[src/rtl/add_seq16.sv]
// add_seq16: nibble-serial adder/subtractor.
// One operand pair is accepted over a valid/ready handshake and resolved one
// 4-bit carry-lookahead slice per cycle, LSB first. The carry between nibbles
// lives in a register. The WIDTH-bit result, carry-out and signed overflow are
// then offered over a second valid/ready handshake.
module add_seq16 #(
    parameter int WIDTH = 16
) (
    input  logic             clk,
    input  logic             rst,
    input  logic             in_valid,
    output logic             in_ready,
    input  logic [WIDTH-1:0] a,
    input  logic [WIDTH-1:0] b,
    input  logic             cin,
    input  logic             sub,
    output logic             out_valid,
    input  logic             out_ready,
    output logic [WIDTH-1:0] sum,
    output logic             cout,
    output logic             overflow,
    output logic             busy
);

    localparam int NIB   = WIDTH / 4;
    localparam int IDX_W = (NIB > 1) ? $clog2(NIB) : 1;

    typedef enum logic [1:0] {
        S_IDLE = 2'd0,
        S_RUN  = 2'd1,
        S_DONE = 2'd2
    } state_t;

    state_t             state_q, state_d;
    logic [IDX_W-1:0]   idx_q, idx_d;
    logic               carry_q, carry_d;
    logic [WIDTH-1:0]   a_q, a_d;
    logic [WIDTH-1:0]   b_q, b_d;
    logic [WIDTH-1:0]   sum_q, sum_d;
    logic               cout_q, cout_d;
    logic               ovf_q, ovf_d;

    logic [3:0]         a_nib, b_nib;
    logic [5:0]         slice;
    logic               last_nib;

    // 4-bit carry-lookahead slice; returns {c4, c3, sum[3:0]}.
    // c3 is kept so the caller can form signed overflow on the top nibble.
    function automatic logic [5:0] cla4(input logic [3:0] x,
                                        input logic [3:0] y,
                                        input logic       c0);
        logic [3:0] p;
        logic [3:0] g;
        logic [4:0] c;
        p    = x | y;
        g    = x & y;
        c[0] = c0;
        c[1] = g[0] | (p[0] & c0);
        c[2] = g[1] | (p[1] & g[0]) | (p[1] & p[0] & c0);
        c[3] = g[2] | (p[2] & g[1]) | (p[2] & p[1] & g[0])
             | (p[2] & p[1] & p[0] & c0);
        c[4] = g[3] | (p[3] & g[2]) | (p[3] & p[2] & g[1])
             | (p[3] & p[2] & p[1] & g[0]) | (p[3] & p[2] & p[1] & p[0] & c0);
        return {c[4], c[3], x ^ y ^ c[3:0]};
    endfunction

    // Select the operand nibbles addressed by idx and run them through the slice.
    always_comb begin
        a_nib = 4'h0;
        b_nib = 4'h0;
        for (int n = 0; n < NIB; n++) begin
            if (idx_q == IDX_W'(n)) begin
                a_nib = a_q[4*n +: 4];
                b_nib = b_q[4*n +: 4];
            end
        end
        slice    = cla4(a_nib, b_nib, carry_q);
        last_nib = (idx_q == IDX_W'(NIB - 1));
    end

    // State register.
    always_ff @(posedge clk or posedge rst) begin
        if (rst) begin
            state_q <= S_IDLE;
        end else begin
            state_q <= state_d;
        end
    end

    // Next-state logic: accept in IDLE, walk nibbles in RUN, wait for consumer in DONE.
    always_comb begin
        state_d = state_q;
        case (state_q)
            S_IDLE:  if (in_valid)  state_d = S_RUN;
            S_RUN:   if (last_nib)  state_d = S_DONE;
            S_DONE:  if (out_ready) state_d = S_IDLE;
            default:                state_d = S_IDLE;
        endcase
    end

    // Output decode: handshake flags depend only on the state.
    always_comb begin
        in_ready  = (state_q == S_IDLE);
        out_valid = (state_q == S_DONE);
        busy      = (state_q != S_IDLE);
    end

    // Datapath next values: operand capture on accept, one nibble per RUN cycle.
    always_comb begin
        idx_d   = idx_q;
        carry_d = carry_q;
        a_d     = a_q;
        b_d     = b_q;
        sum_d   = sum_q;
        cout_d  = cout_q;
        ovf_d   = ovf_q;
        case (state_q)
            S_IDLE: begin
                if (in_valid) begin
                    // Subtraction is A + ~B + 1 with cin acting as borrow-in.
                    a_d     = a;
                    b_d     = sub ? ~b : b;
                    carry_d = cin ^ sub;
                    idx_d   = '0;
                end
            end
            S_RUN: begin
                for (int n = 0; n < NIB; n++) begin
                    if (idx_q == IDX_W'(n)) begin
                        sum_d[4*n +: 4] = slice[3:0];
                    end
                end
                carry_d = slice[5];
                if (last_nib) begin
                    cout_d = slice[5];
                    ovf_d  = slice[5] ^ slice[4];
                end else begin
                    idx_d = idx_q + 1'b1;
                end
            end
            default: ;
        endcase
    end

    // Control and result registers; cleared by reset so an aborted op leaves no result.
    always_ff @(posedge clk or posedge rst) begin
        if (rst) begin
            idx_q   <= '0;
            carry_q <= 1'b0;
            sum_q   <= '0;
            cout_q  <= 1'b0;
            ovf_q   <= 1'b0;
        end else begin
            idx_q   <= idx_d;
            carry_q <= carry_d;
            sum_q   <= sum_d;
            cout_q  <= cout_d;
            ovf_q   <= ovf_d;
        end
    end

    // Operand holding registers; only read in RUN after a capture, so no reset needed.
    always_ff @(posedge clk) begin
        a_q <= a_d;
        b_q <= b_d;
    end

    assign sum      = sum_q;
    assign cout     = cout_q;
    assign overflow = ovf_q;

endmodule

[config.mk]
export PLATFORM = sky130hd
export DESIGN_NAME = add_seq16
export DESIGN_NICKNAME = d
export VERILOG_FILES = /design/src/rtl/add_seq16.sv
export SDC_FILE = /design/constraint.sdc
export NUM_CORES = 1
export LEC_CHECK = 0
export BUFFER_PORTS_ARGS = -buffer_cell sky130_fd_sc_hd__buf_4
export CORE_MARGIN = 2
export CORE_UTILIZATION = 58
export DETAILED_ROUTE_END_ITERATION = 10
export PLACE_DENSITY = 0.95
export SYNTH_ARGS = -nofsm -noshare
export SYNTH_HDL_FRONTEND = slang
export SYNTH_SLANG_ARGS = --single-unit
[constraint.sdc]
create_clock -name clk -period 4.7 [get_ports clk]
set_clock_uncertainty 0.15 [all_clocks]
set_input_delay 0.235 -clock clk [delete_from_list [all_inputs] [get_ports clk]]
set_output_delay 0.235 -clock clk [all_outputs]
set_load 0.02 [all_outputs]
# Word-level counts from Yosys, hierarchy flattened
# Index checks and enable logic that the tools add are counted.
[word_totals] regBits=55 inputBits=38 output_inout_bits=21
[op_classes] add_sub_neg=1 n_eq_ne=9 n_mux=18 bitwise_logic=33 n_reduce_logical=12
[ops] cell="2-to-1 mux 4 bit" count=8
[ops] cell="AND 1 bit" count=16
[ops] cell="2-to-1 mux 16 bit" count=1
[ops] cell="NOT 16 bit" count=1
[ops] cell="AND reduction 2 bit" count=6
[ops] cell="2-to-1 mux 2 bit" count=5
[ops] cell="bitwise OR 1 bit" count=10
[ops] cell="bitwise XOR 4 bit" count=2
[ops] cell="equality test 2 bit, second input constant" count=3
[ops] cell="inequality test 2 bit, second input constant" count=3
[ops] cell="case mux 2 bit (3 select lines)" count=1
[ops] cell="AND reduction 3 bit" count=2
[ops] cell="AND 4 bit" count=1
[ops] cell="equality test 2 x 1 -> 1 bit, second input constant" count=2
[ops] cell="logical NOT 2 bit" count=2
[ops] cell="bitwise OR 4 bit" count=1
[ops] cell="case mux 2 bit (2 select lines)" count=1
[ops] cell="nonzero test 2 bit" count=2
[ops] cell="adder 2 x 1 -> 2 bit, second input constant" count=1
[ops] cell="inequality test 2 x 1 -> 1 bit, second input constant" count=1
[ops] cell="case mux 1 bit (2 select lines)" count=1
[ops] cell="bitwise XOR 1 bit" count=2
[ops] cell="2-to-1 mux 1 bit" count=1

# Longest topological paths before layout
# Gate-level depths: netlist of the first run.
[depth] ltp_word=12 depth_mapped=13

# Least setup slack after synthesis of the first run
# OpenSTA, ideal clock, no wires.
[synth_timing] kind="reg-to-reg" startpoint="reg idx_q[1]" endpoint="reg ovf_q (netlist: overflow)" setup_ps=69 t_arrival_ps=2450 path_slack_ps=2032 path_stages_with_launch=13 cell_sequence="dfrtp_1 > inv_1 > ha_1 > clkbuf_1 > buf_2 > o21ai_0 > a22oi_1 > inv_1 > ha_1 > nor2_1 > a211oi_2 > or4b_1 > nand3_1"
[synth_via] elab_chain_cells=12 word_cells_on_any_way=35 cone_classes="3 x eq/ne; 8 x mux; 22 x bitwise; 2 x reduce/logical"
[synth_rtl] element="from (decl)" line_no="35" text="logic [IDX_W-1:0] idx_q, idx_d;"
[synth_rtl] element="from (signal assigned)" line_no="154" text="idx_q <= idx_d;"
[synth_rtl] element="logical NOT 2 bit" line_no="72" text="if (idx_q == IDX_W'(n)) begin"
[synth_rtl] element="2-to-1 mux 4 bit (4 in series)" line_no="72"
[synth_rtl] element="bitwise OR 4 bit or AND 4 bit (tied branches)" line_no="55, 56"
[synth_rtl] element="AND 1 bit, on equally long branches" line_no="62, 63"
[synth_rtl] element="bitwise OR 1 bit (tied with other cells)" line_no="62" text="c[4] = g[3] | (p[3] & g[2]) | (p[3] & p[2] & g[1])"
[synth_rtl] element="bitwise OR 1 bit or AND 1 bit (tied branches)" line_no="62, 63"
[synth_rtl] element="bitwise OR 1 bit or AND 1 bit (tied branches)" line_no="63" text="| (p[3] & p[2] & p[1] & g[0]) | (p[3] & p[2] & p[1] & p[0] & c0);"
[synth_rtl] element="bitwise OR 1 bit" line_no="63"
[synth_rtl] element="bitwise XOR 1 bit" line_no="136" text="ovf_d = slice[5] ^ slice[4];"
[synth_rtl] element="to (signal assigned)" line_no="158" text="ovf_q <= ovf_d;"
[synth_rtl] element="to (decl)" line_no="41" text="logic ovf_q, ovf_d;"
# Several ways; a longest one is shown, not always the timed one.
# A chain may end at the register's enable or synchronous reset.

# Worst setup path after layout of the first run
[layout_timing] startpoint="reg idx_q[0]" endpoint="reg ovf_q (netlist: overflow)"
# The elaborated chain is that of the path after synthesis.

==> summary.txt, run 1 <==
Cells and area
  • Layout cells sized above 1: 0.220
  • NumNets Final: 356
  • Area grow syn2layout: 28.6%
  • Fillcell total: 275
  • Commonest non-fill, non-tap cell in the layout: buf_4
  • Most frequent cells in the layout: 59 x buf_4, 32 x edfxtp_1, 31 x nand2_1
  • Fin area: 0.00335 sq mm
  • Number of diodes: 0

Hold path
  • Hold Path Class: in2reg

Floorplan
  • Initial Util: 0.598
  • I/O pin count: 59
  • Die area: 0.00504 sq mm
  • Die H: 71.0 microns
  • CORE AREA: 0.00435 sq mm
  • Die width: 71.0 microns
  • Cell row count: 24

Worst setup path
  • Top delay family on crit path: simple AND/OR/NAND/NOR gates
  • Crit Path Category: reg2reg
  • Startpoint types: flip-flop
  • Crit path max fanout: 17
  • Critical path, cell by cell: inv_1, ha_1, a21oi_1, a22oi_1, inv_1, ha_1, nor2_1, a211oi_2, or4b_1, nand3_1
  • Critical Path AT: 3.19 ns
  • Crit path buf inv count: 2
  • CP required: 4.79 ns
  • Endpoint class of the critical path: flip-flop
  • Slowest CP cell: ha_1
  • Crit-path max cell delay: 0.56 ns

Yosys
  • Yosys reg bits: 55
  • Synth unique cells: 33
  • Synth Instances: 231
  • Sequential element share of the synthesized area: 0.590
  • Synth warnings: 0
  • Netlist Area Pre-Place: 0.00260 sq mm
  • Syn nets: 282
  • Avg Cell Area, Syn: 11.3 sq um

Global route
  • Largest net degree at the start of global routing: 34
  • Initial antenna violation count: 0
  • Global-route wire length before repair: 8.46 mm
  • Grt ovf: 0
  • Number of global-route vias before repair: 1,866
  • All-Layer GR Usage: 0.215

Clock tree
  • Post-CTS sizing: 0
  • Num CTS Buffers: 5
  • CTS H-Tree Depth: 2
  • Clock sink total: 55
  • TritonCTS clock tree: done
  • CTS root buf: clkbuf_8
  • Bufs on Longest Clock Path: 2
  • Clk slew on worst S/H paths: 0.09 ns
  • Clock Latency Late Sink: 0.30 ns

STA
  • RSZ-0062 raised after global routing: no
  • Post-route minimum period: 3.10 ns
  • TNS Setup: 0 ns
  • Hold Vio Cnt, Final: 0
  • Final slew viol count: 0
  • Slew margin rel.: 0.438
  • Fmax: 323 MHz
  • Actual slew at the worst max-slew pin: 0.842 ns
  • Period utilisation layout: 0.660
  • # setup viols final: 0
  • WHS: 0.0659 ns

Routing
  • Met3 WL: 289 microns
  • Initial DRC count: 161
  • ANT nets after route: 0
  • Uppermost layer routed: met4
  • First-pass iteration count of the detailed router: 5
  • DRC violation count after routing: 0
  • Total number of vias: 1,894
  • Vias per cell: 5.31
  • Routed length on met1: 2.15 mm
  • Drt wl/cell: 14.7 microns
  • Metal2 WL: 2.74 mm
  • Final WL: 5.24 mm

Job
  • Number of max-cap violations: 0

Pwr
  • Max rail drop VDD: 0.000352 V
  • Tot Pwr: 2.16 mW
  • Total power divided by cell area: 644 mW/mm^2
  • Leakage: 1.53 nW

Placed design
  • Placed Instance Area: 0.00307 sq mm
  • IO Port Bufs: 58
  • Placer Congestion: 0.810
  • Post-DP HPWL: 3.70 mm

Run status
  • Outcome: completed
==> cell usage after synthesis (all sizes together) <==
| master | instances | area, sq um |
|---|---|---|
| nand4b | 1 | 8.76 |
| o21bai | 1 | 7.51 |
| nand2b | 3 | 18.8 |
| buf | 8 | 38.8 |
| and2 | 2 | 12.5 |
| or2b | 2 | 15.0 |
| ha | 12 | 150 |
| inv | 23 | 86.3 |
| o211ai | 1 | 7.51 |
| dfrtp | 23 | 576 |
| a22oi | 7 | 52.6 |
| nand3 | 1 | 5.00 |
| a21oi | 18 | 90.1 |
| o21a | 1 | 7.51 |
| nand2 | 31 | 116 |
| fa | 1 | 20.0 |
| nor2b | 1 | 6.26 |
| xor2 | 18 | 158 |
| a211oi | 1 | 12.5 |
| and3b | 1 | 8.76 |
| a22o | 2 | 17.5 |
| mux2i | 1 | 10.0 |
| o31ai | 5 | 37.5 |
| a21o | 1 | 7.51 |
| o21ai | 23 | 115 |
| edfxtp | 32 | 961 |
| nor2 | 5 | 18.8 |
| xnor2 | 1 | 8.76 |
| or4b | 1 | 10.0 |
| clkbuf | 2 | 7.51 |
| and2b | 1 | 8.76 |
| nor3 | 1 | 5.00 |
==> routing by layer <==
| metal | global-route usage | up-vias |
|---|---|---|
| met3 | 0.0342 | 8 |
| met1 | 0.272 | 885 |
| met5 | 0 | - |
| met4 | 0.0545 | 0 |
| li1 | - | 932 |
| met2 | 0.385 | 69 |
==> final cells by class <==
class,count,area [sq um],area share
clock buffers,6,72.6,0.0217
well taps,52,65.1,0.0194
clock inverters,1,30.0,0.00897
multi-input cells,143,936,0.279
repair buffers,77,623,0.186
flip-flops and latches,55,1540,0.459
inverters,23,86.3,0.0258
==> through the flow <==
stage,cells,setup slack (ns),util
6_report,357,1.60,0.769
5_1_grt,357,1.34,0.769
4_1_cts,357,1.62,0.769
3_5_place_dp,332,1.66,0.704
3_3_place_gp,332,1.94,0.704
2_1_floorplan,231,2.03,-
==> power breakdown <==
group	total, mW	switching, mW	internal, mW
logic	1.10	0.673	0.431
registers	0.754	0.0768	0.678
clock network	0.300	0.144	0.156
total	2.16	0.893	1.26
==> sequential cells by signal, summed over array words and instances, names as in the netlist <==
register and count:
a_q 16, b_q 16, carry_q 1, cout 1, idx_q 2, overflow 1, state_q 2, sum 16
==> final timing paths <==
kind / to / depth (start not counted) / start / slack [ns]
setup / recovery: overflow$_DFFE_PP0P_ / 10 / idx_q[0]$_DFFE_PP0P_ / 1.60
hold / removal: b_q[1]$_DFFE_PP_ / 2 / b[1] / 0.07
setup reg to reg: overflow$_DFFE_PP0P_ / 10 / idx_q[0]$_DFFE_PP0P_ / 1.60
hold reg to reg: sum[8]$_DFFE_PP0P_ / 2 / sum[8]$_DFFE_PP0P_ / 0.34
max in group asynchronous: sum[14]$_DFFE_PP0P_ / 3 / rst / 3.38
min in group asynchronous: state_q[0]$_DFFE_PP0P_ / 3 / rst / 0.50
==> timing repair <==
action / 4_1_cts / 5_1_grt
buffers inserted: 0 / 0
endpoints found under the hold margin: 40 / 0
hold buffers: 18 / 0
==> logic make-up after synthesis <==
kind of cell,after synthesis,synth area share
compound gates,60,0.136
flops,55,0.590
simple gates,50,0.0898
buf+inv,33,0.0509
xor+xnor,19,0.0639
fa+ha+maj,13,0.0653
mux,1,0.00384
(Power assumes the default switching activity.)
==> run 2: changes to the inputs <==
--- a/config.mk
+++ b/config.mk
@@ -7,9 +7,9 @@
 export LEC_CHECK = 0
 export BUFFER_PORTS_ARGS = -buffer_cell sky130_fd_sc_hd__buf_4
 export CORE_MARGIN = 2
-export CORE_UTILIZATION = 58
+export CORE_UTILIZATION = 48
 export DETAILED_ROUTE_END_ITERATION = 10
-export PLACE_DENSITY = 0.95
+export PLACE_DENSITY = 0.87
 export SYNTH_ARGS = -nofsm -noshare
 export SYNTH_HDL_FRONTEND = slang
 export SYNTH_SLANG_ARGS = --single-unit
==> constraint.sdc (replaced) <==
create_clock -name clk -period 2.67 [get_ports clk]
set_clock_uncertainty 0.15 [all_clocks]
set_input_delay 0.1335 -clock clk [delete_from_list [all_inputs] [get_ports clk]]
set_output_delay 0.1335 -clock clk [all_outputs]
set_load 0.02 [all_outputs]
==> run 2 against run 1 <==
  * Core utilization shrank 6.3 points
  * Flip-flop and latch count stayed put
  * Critical path depth increased by 1
  * Non-clock buffer count up 23
  * Hold slack better by 0.0058 ns
==> summary.txt, run 2 (synthesis results as in run 1) <==
Global route
  • Largest net degree at the start of global routing: 34 (unchanged)
  • All-Layer GR Usage: 0.190 (was 0.215)
  • Initial antenna violation count: 0 (unchanged)
  • Global-route wire length before repair: 8.86 mm (was 8.46 mm)
  • Grt ovf: 0 (unchanged)
  • Number of global-route vias before repair: 1,967 (was 1,866)

Routing
  • ANT nets after route: 0 (unchanged)
  • DRC violation count after routing: 0 (unchanged)
  • Total number of vias: 2,006 (was 1,894)
  • Drt wl/cell: 14.3 microns (was 14.7 microns)
  • Initial DRC count: 67 (was 161)
  • First-pass iteration count of the detailed router: 4 (was 5)
  • Final WL: 5.69 mm (was 5.24 mm)
  • Vias per cell: 5.03 (was 5.31)

Clock tree
  • TritonCTS clock tree: done (unchanged)
  • Num CTS Buffers: 5 (unchanged)
  • CTS H-Tree Depth: 2 (unchanged)
  • Bufs on Longest Clock Path: 2 (unchanged)
  • CTS root buf: clkbuf_8 (unchanged)
  • Clock Latency Late Sink: 0.32 ns (was 0.30 ns)
  • Clk slew on worst S/H paths: 0.09 ns (about the same)
  • Clock sink total: 55 (unchanged)

Pwr
  • Total power divided by cell area: 1100 mW/mm^2 (was 644 mW/mm^2)
  • Leakage: 1.63 nW (was 1.53 nW)
  • Tot Pwr: 4.03 mW (was 2.16 mW)
  • Max rail drop VDD: 0.000550 V (was 0.000352 V)

Worst setup path
  • Crit path max fanout: 11 (was 17)
  • CP required: 2.77 ns (was 4.79 ns)
  • Crit path depth: 11 (was 10)
  • Startpoint types: flip-flop (unchanged)
  • Crit-path max cell delay: 0.50 ns (was 0.56 ns)
  • Crit path buf inv count: 2 (unchanged)
  • R2r worst-path depth: 11 (was 10)
  • Endpoint class of the critical path: flip-flop (unchanged)
  • Critical path, cell by cell: inv_2, ha_4, a21oi_1, o21ai_0, a22oi_1, buf_4, ha_1, nor2b_4, a211oi_4, or4b_1, nand3_1 (was inv_1, ha_1, a21oi_1, a22oi_1, inv_1, ha_1, nor2_1, a211oi_2, or4b_1, nand3_1)
  • Critical Path AT: 2.65 ns (was 3.19 ns)
  • Crit Path Category: reg2reg (unchanged)
  • Slowest CP cell: or4b_1 (was ha_1)
  • Top delay family on crit path: simple AND/OR/NAND/NOR gates (unchanged)

Placed design
  • Post-Place Cells: 356 (was 332)
  • IO Port Bufs: 58 (unchanged)
  • Post-DP HPWL: 3.69 mm (was 3.70 mm)
  • Placer Congestion: 0.794 (was 0.810)

STA
  • # setup viols final: 0 (unchanged)
  • Hold Vio Cnt, Final: 0 (unchanged)
  • TNS Setup: 0 ns (unchanged)
  • Final slew viol count: 0 (unchanged)
  • Actual slew at the worst max-slew pin: 0.839 ns (was 0.842 ns)
  • Period utilisation layout: 0.955 (was 0.660)
  • Slew margin rel.: 0.440 (was 0.438)
  • Post-route minimum period: 2.55 ns (was 3.10 ns)
  • Fmax: 392 MHz (was 323 MHz)

Floorplan
  • Cell row count: 26 (was 24)
  • Die H: 77.7 microns (was 71.0 microns)
  • Die area: 0.00603 sq mm (was 0.00504 sq mm)
  • Die width: 77.7 microns (was 71.0 microns)
  • I/O pin count: 59 (unchanged)
  • CORE AREA: 0.00517 sq mm (was 0.00435 sq mm)
  • Initial Util: 0.504 (was 0.598)

Cells and area
  • Fin cells: 399 (was 357)
  • Layout cells sized above 1: 0.271 (was 0.220)
  • Fillcell total: 371 (was 275)
  • Commonest non-fill, non-tap cell in the layout: buf_4 (unchanged)
  • Most frequent cells in the layout: 66 x buf_4, 34 x dlygate4sd3_1, 32 x edfxtp_1, 31 x nand2_1 (was 59 x buf_4, 32 x edfxtp_1, 31 x nand2_1)
  • NumNets Final: 379 (was 356)
  • Finished Core Util: 0.706 (was 0.769)
  • Area grow syn2layout: 40.2% (was 28.6%)
  • Area of the multi-input gates: 0.00102 sq mm (was 936 sq um)
  • Number of diodes: 0 (unchanged)
  • Register Area: 0.00154 sq mm (about the same)

Hold path
  • Hold Path Class: in2reg (unchanged)
  • Hold depth: 4 (was 2)

Run status
  • Outcome: completed (unchanged)

Job
  • Number of max-cap violations: 0 (unchanged)
run 2: worst min-delay path, cell delays in order:
cell	delay (ns)
buf_4	0.09
nor2_1	0.03
o21ai_0	0.14
o211ai_1	0.10
run 2: metrics by stage:
| step | worst slack [ns] | hold WS (ns) | cell area [sq um] |
|---|---|---|---|
| after CTS | 0.0278 | 0.0740 | 3570 |
| final | 0.121 | 0.0718 | 3650 |
| after detailed placement | -0.0303 | 0.163 | 3130 |
| after global routing | -0.0435 | 0.100 | 3650 |
| after global placement | 0.0948 | 0.163 | 3130 |
| after floorplan | 0.00151 | -0.0146 | 2610 |
run 2: what timing repair did:
action,4_1_cts,5_1_grt
gates cloned,0,0
setup endpoints to repair,2,11
gates resized for setup,3,18
hold endpoints to repair,56,0
setup buffers,0,1
pin swaps,1,4
hold buffers,34,0
run 2: layout make-up:
class | count | share of cell area
Timing Repair Buffer | 100 | 0.229
Inverter | 23 | 0.0236
Multi-Input combinational cell | 143 | 0.279
Tap cell | 70 | 0.0240
Clock buffer | 6 | 0.0199
Clock inverter | 2 | 0.00377
Sequential cell | 55 | 0.421
run 2: power by group:
group          leakage (nW)  internal [mW]  switching [mW]  total, mW
Clock                0.0413          0.185           0.269      0.454
Combinational          1.00          0.962            1.27       2.24
Sequential            0.585           1.19           0.146       1.34
run 2: final timing paths:
path                                 startpoint                    to  slack [ns]
max in group asynchronous                   rst  idx_q[0]$_DFFE_PP0P_        1.41
setup reg to reg           idx_q[1]$_DFFE_PP0P_  overflow$_DFFE_PP0P_        0.12
min in group asynchronous                   rst  idx_q[1]$_DFFE_PP0P_        0.39
hold / removal                         in_valid   carry_q$_DFFE_PP0P_        0.07
hold reg to reg              sum[7]$_DFFE_PP0P_    sum[7]$_DFFE_PP0P_        0.34
setup / recovery           idx_q[1]$_DFFE_PP0P_  overflow$_DFFE_PP0P_        0.12
run 2: layer usage:
layer / routed length, microns / part of all wire / track usage / vias up
met5: 0 / 0 / 0 / -
met4: 76 / 0.013 / 0.0482 / 0
met3: 312 / 0.055 / 0.0442 / 11
met2: 2960 / 0.52 / 0.345 / 71
met1: 2340 / 0.41 / 0.225 / 948
li1: - / - / - / 976
==> run 3: changes to the inputs <==
--- a/config.mk
+++ b/config.mk
@@ -9,6 +9,7 @@
 export CORE_MARGIN = 2
 export CORE_UTILIZATION = 48
 export DETAILED_ROUTE_END_ITERATION = 10
+export GPL_TIMING_DRIVEN = 0
 export PLACE_DENSITY = 0.87
 export SYNTH_ARGS = -nofsm -noshare
 export SYNTH_HDL_FRONTEND = slang
==> run 3 against run 2 <==
  * Cell area grew 3.6%
  * Core utilization is 2.6 points higher
  * Combinational power rose by 13%
  * Sequential power hardly changed
  * Worst setup slack worse by 0.059 ns
  * Critical path depth is the same
  * Non-clock buffer count increased by 8
  * Sequential share of layout area is 1.4 points lower
  * Routed wire length up 8.8%
  * Flip-flop and latch count unchanged
  * Clock power grew 23%
  * Hold slack improved by 0.032 ns
  * Critical path type unchanged
  * Critical endpoint unchanged
  * Highest routed layer unchanged
==> summary.txt, run 3 (synthesis results as in run 1) <==
STA
  • Final slew viol count: 0 (unchanged)
  • Fmax: 384 MHz (was 392 MHz)
  • # setup viols final: 0 (unchanged)
  • Slew margin rel.: 0.441 (was 0.440)
  • Period utilisation layout: 0.977 (was 0.955)
  • Post-route minimum period: 2.61 ns (was 2.55 ns)
  • Hold Vio Cnt, Final: 0 (unchanged)
  • Actual slew at the worst max-slew pin: 0.837 ns (was 0.839 ns)

Floorplan
  • Die area: 0.00603 sq mm (unchanged)
  • CORE AREA: 0.00517 sq mm (unchanged)
  • Initial Util: 0.504 (unchanged)
  • Cell row count: 26 (unchanged)
  • Die width: 77.7 microns (unchanged)
  • I/O pin count: 59 (unchanged)
  • Die H: 77.7 microns (unchanged)

Routing
  • Vias per cell: 5.14 (was 5.03)
  • Final WL: 6.19 mm (was 5.69 mm)
  • Total number of vias: 2,090 (was 2,006)
  • ANT nets after route: 0 (unchanged)
  • Drt wl/cell: 15.2 microns (was 14.3 microns)
  • First-pass iteration count of the detailed router: 4 (unchanged)
  • DRC violation count after routing: 0 (unchanged)
  • Initial DRC count: 128 (was 67)

Global route
  • Number of global-route vias before repair: 2,062 (was 1,967)
  • Largest net degree at the start of global routing: 34 (unchanged)
  • Initial antenna violation count: 0 (unchanged)
  • Global-route wire length before repair: 9.47 mm (was 8.86 mm)
  • All-Layer GR Usage: 0.204 (was 0.190)
  • Grt ovf: 0 (unchanged)

Pwr
  • Total power divided by cell area: 1170 mW/mm^2 (was 1100 mW/mm^2)
  • Power share of the clock group: 0.126 (was 0.113)
  • Seq pwr share: 0.303 (was 0.333)
  • Leakage: 1.69 nW (was 1.63 nW)
  • Tot Pwr: 4.43 mW (was 4.03 mW)
  • Max rail drop VDD: 0.000557 V (was 0.000550 V)
  • Sw frac: 0.417 (was 0.419)
  • Combinational Power Share: 0.571 (was 0.555)
  • Internal power: 2.58 mW (was 2.34 mW)
  • Net load switching power: 1.85 mW (was 1.69 mW)

Placed design
  • Placed Instance Area: 0.00312 sq mm (was 0.00313 sq mm)
  • Post-Place Cells: 358 (was 356)
  • IO Port Bufs: 57 (was 58)
  • Post-DP HPWL: 3.90 mm (was 3.69 mm)
  • Placer Congestion: 0.763 (was 0.794)

Cells and area
  • Fin area: 0.00379 sq mm (was 0.00365 sq mm)
  • Area grow syn2layout: 45.3% (was 40.2%)
  • Fillcell total: 341 (was 371)
  • Commonest non-fill, non-tap cell in the layout: buf_4 (unchanged)
  • Most frequent cells in the layout: 67 x buf_4, 34 x dlygate4sd3_1, 32 x edfxtp_1, 31 x nand2_1, 22 x o21ai_0 (was 66 x buf_4, 34 x dlygate4sd3_1, 32 x edfxtp_1, 31 x nand2_1)
  • Layout cells sized above 1: 0.312 (was 0.271)
  • NumNets Final: 387 (was 379)
  • Area of the multi-input gates: 0.00105 sq mm (was 0.00102 sq mm)
  • Number of diodes: 0 (unchanged)
  • Register Area: 0.00154 sq mm (about the same)
  • Fin cells: 407 (was 399)

Worst setup path
  • Critical Path AT: 2.70 ns (was 2.65 ns)
  • Slowest CP cell: or4b_1 (unchanged)
  • Endpoint class of the critical path: flip-flop (unchanged)
  • Startpoint types: flip-flop (unchanged)
  • CP required: 2.76 ns (was 2.77 ns)
  • Crit path max fanout: 10 (was 11)
  • Critical path, cell by cell: inv_2, ha_4, buf_8, a21oi_1, a22oi_2, inv_1, ha_2, nor2_4, a211oi_4, or4b_1, nand3_1 (was inv_2, ha_4, a21oi_1, o21ai_0, a22oi_1, buf_4, ha_1, nor2b_4, a211oi_4, or4b_1, nand3_1)
  • Crit Path Category: reg2reg (unchanged)
  • Crit-path max cell delay: 0.48 ns (was 0.50 ns)

Clock tree
  • Bufs on Longest Clock Path: 2 (unchanged)
  • Clock sink total: 55 (unchanged)
  • Clk slew on worst S/H paths: 0.10 ns (was 0.09 ns)
  • CTS H-Tree Depth: 2 (unchanged)
  • Num CTS Buffers: 5 (unchanged)
  • Clock Latency Late Sink: 0.32 ns (about the same)
  • CTS root buf: clkbuf_8 (unchanged)
  • TritonCTS clock tree: done (unchanged)

Run status
  • Outcome: completed (unchanged)

Job
  • Number of max-cap violations: 0 (unchanged)

Hold path
  • Hold Path Class: in2reg (unchanged)
[run 3: cell count changes in the layout (fill, tap and decap cells not counted), sizes merged]
cell | before | now
buf | 66 | 74
bufinv | 0 | 1
clkbuf | 6 | 5
clkinv | 1 | 0
inv | 23 | 24
[run 3: path summary, 6_finish.rpt]
kind	endpoint	slack, ns	startpoint	cells past startpoint
max	overflow$_DFFE_PP0P_	0.06	idx_q[0]$_DFFE_PP0P_	11
min	b_q[1]$_DFFE_PP_	0.10	sub	2
max reg2reg	overflow$_DFFE_PP0P_	0.06	idx_q[0]$_DFFE_PP0P_	11
min reg2reg	sum[15]$_DFFE_PP0P_	0.34	sum[15]$_DFFE_PP0P_	2
max in group asynchronous	idx_q[0]$_DFFE_PP0P_	1.40	rst	3
min in group asynchronous	sum[3]$_DFFE_PP0P_	0.39	rst	3
[run 3: critical path: cells and delay by family (launching register included)]
kind                       cells  cell delay, ns
buffers and inverters          3            0.36
DFF                            1            0.46
and+or+nand+nor                3            0.72
adders and majority gates      2            0.41
AOI/OAI and AO/OA              3            0.44
[run 3: per-stage QoR]
stage | hold slack (ns) | utilization | worst slack (ns) | TNS [ns]
finish | 0.104 | 0.732 | 0.0625 | 0
CTS | 0.0897 | 0.709 | 0.0130 | 0
floorplan | -0.0146 | - | 0.00151 | 0
detailed placement | 0.163 | 0.603 | -0.431 | -3.22
global placement | 0.163 | 0.603 | -0.256 | -1.47
global route | 0.108 | 0.732 | -0.0548 | -0.150
[run 3: timing repair]
item	in CTS	in global routing
pin swaps	5	8
setup endpoints to repair	15	11
gates resized for setup	22	16
hold buffers	34	0
setup buffers	5	5
endpoints found under the hold margin	56	0
[run 3: routing by layer]
metal	share of wire	GRT usage
met5	0	0
met4	0.021	0.0696
met3	0.059	0.0547
met2	0.53	0.365
met1	0.39	0.235
[run 3: cell type report]
cell class | count | share of cell area
clock buffer | 5 | 0.0182
multi-input combinational | 143 | 0.278
buffer | 7 | 0.0169
inverter | 23 | 0.0228
sequential | 55 | 0.406
timing repair buffer | 101 | 0.223
tap | 70 | 0.0231
clock inverter | 3 | 0.0122
[run 3: power by group through the flow]
| stage | combinational [mW] | clock (mW) | sequential (mW) |
|---|---|---|---|
| floorplan | 1.18 | 0 | 1.47 |
| global placement | 1.84 | 0 | 1.34 |
| detailed placement | 1.93 | 0 | 1.35 |
| CTS | 2.17 | 0.564 | 1.34 |
| global route | 2.75 | 0.595 | 1.37 |
| finish | 2.53 | 0.560 | 1.34 |
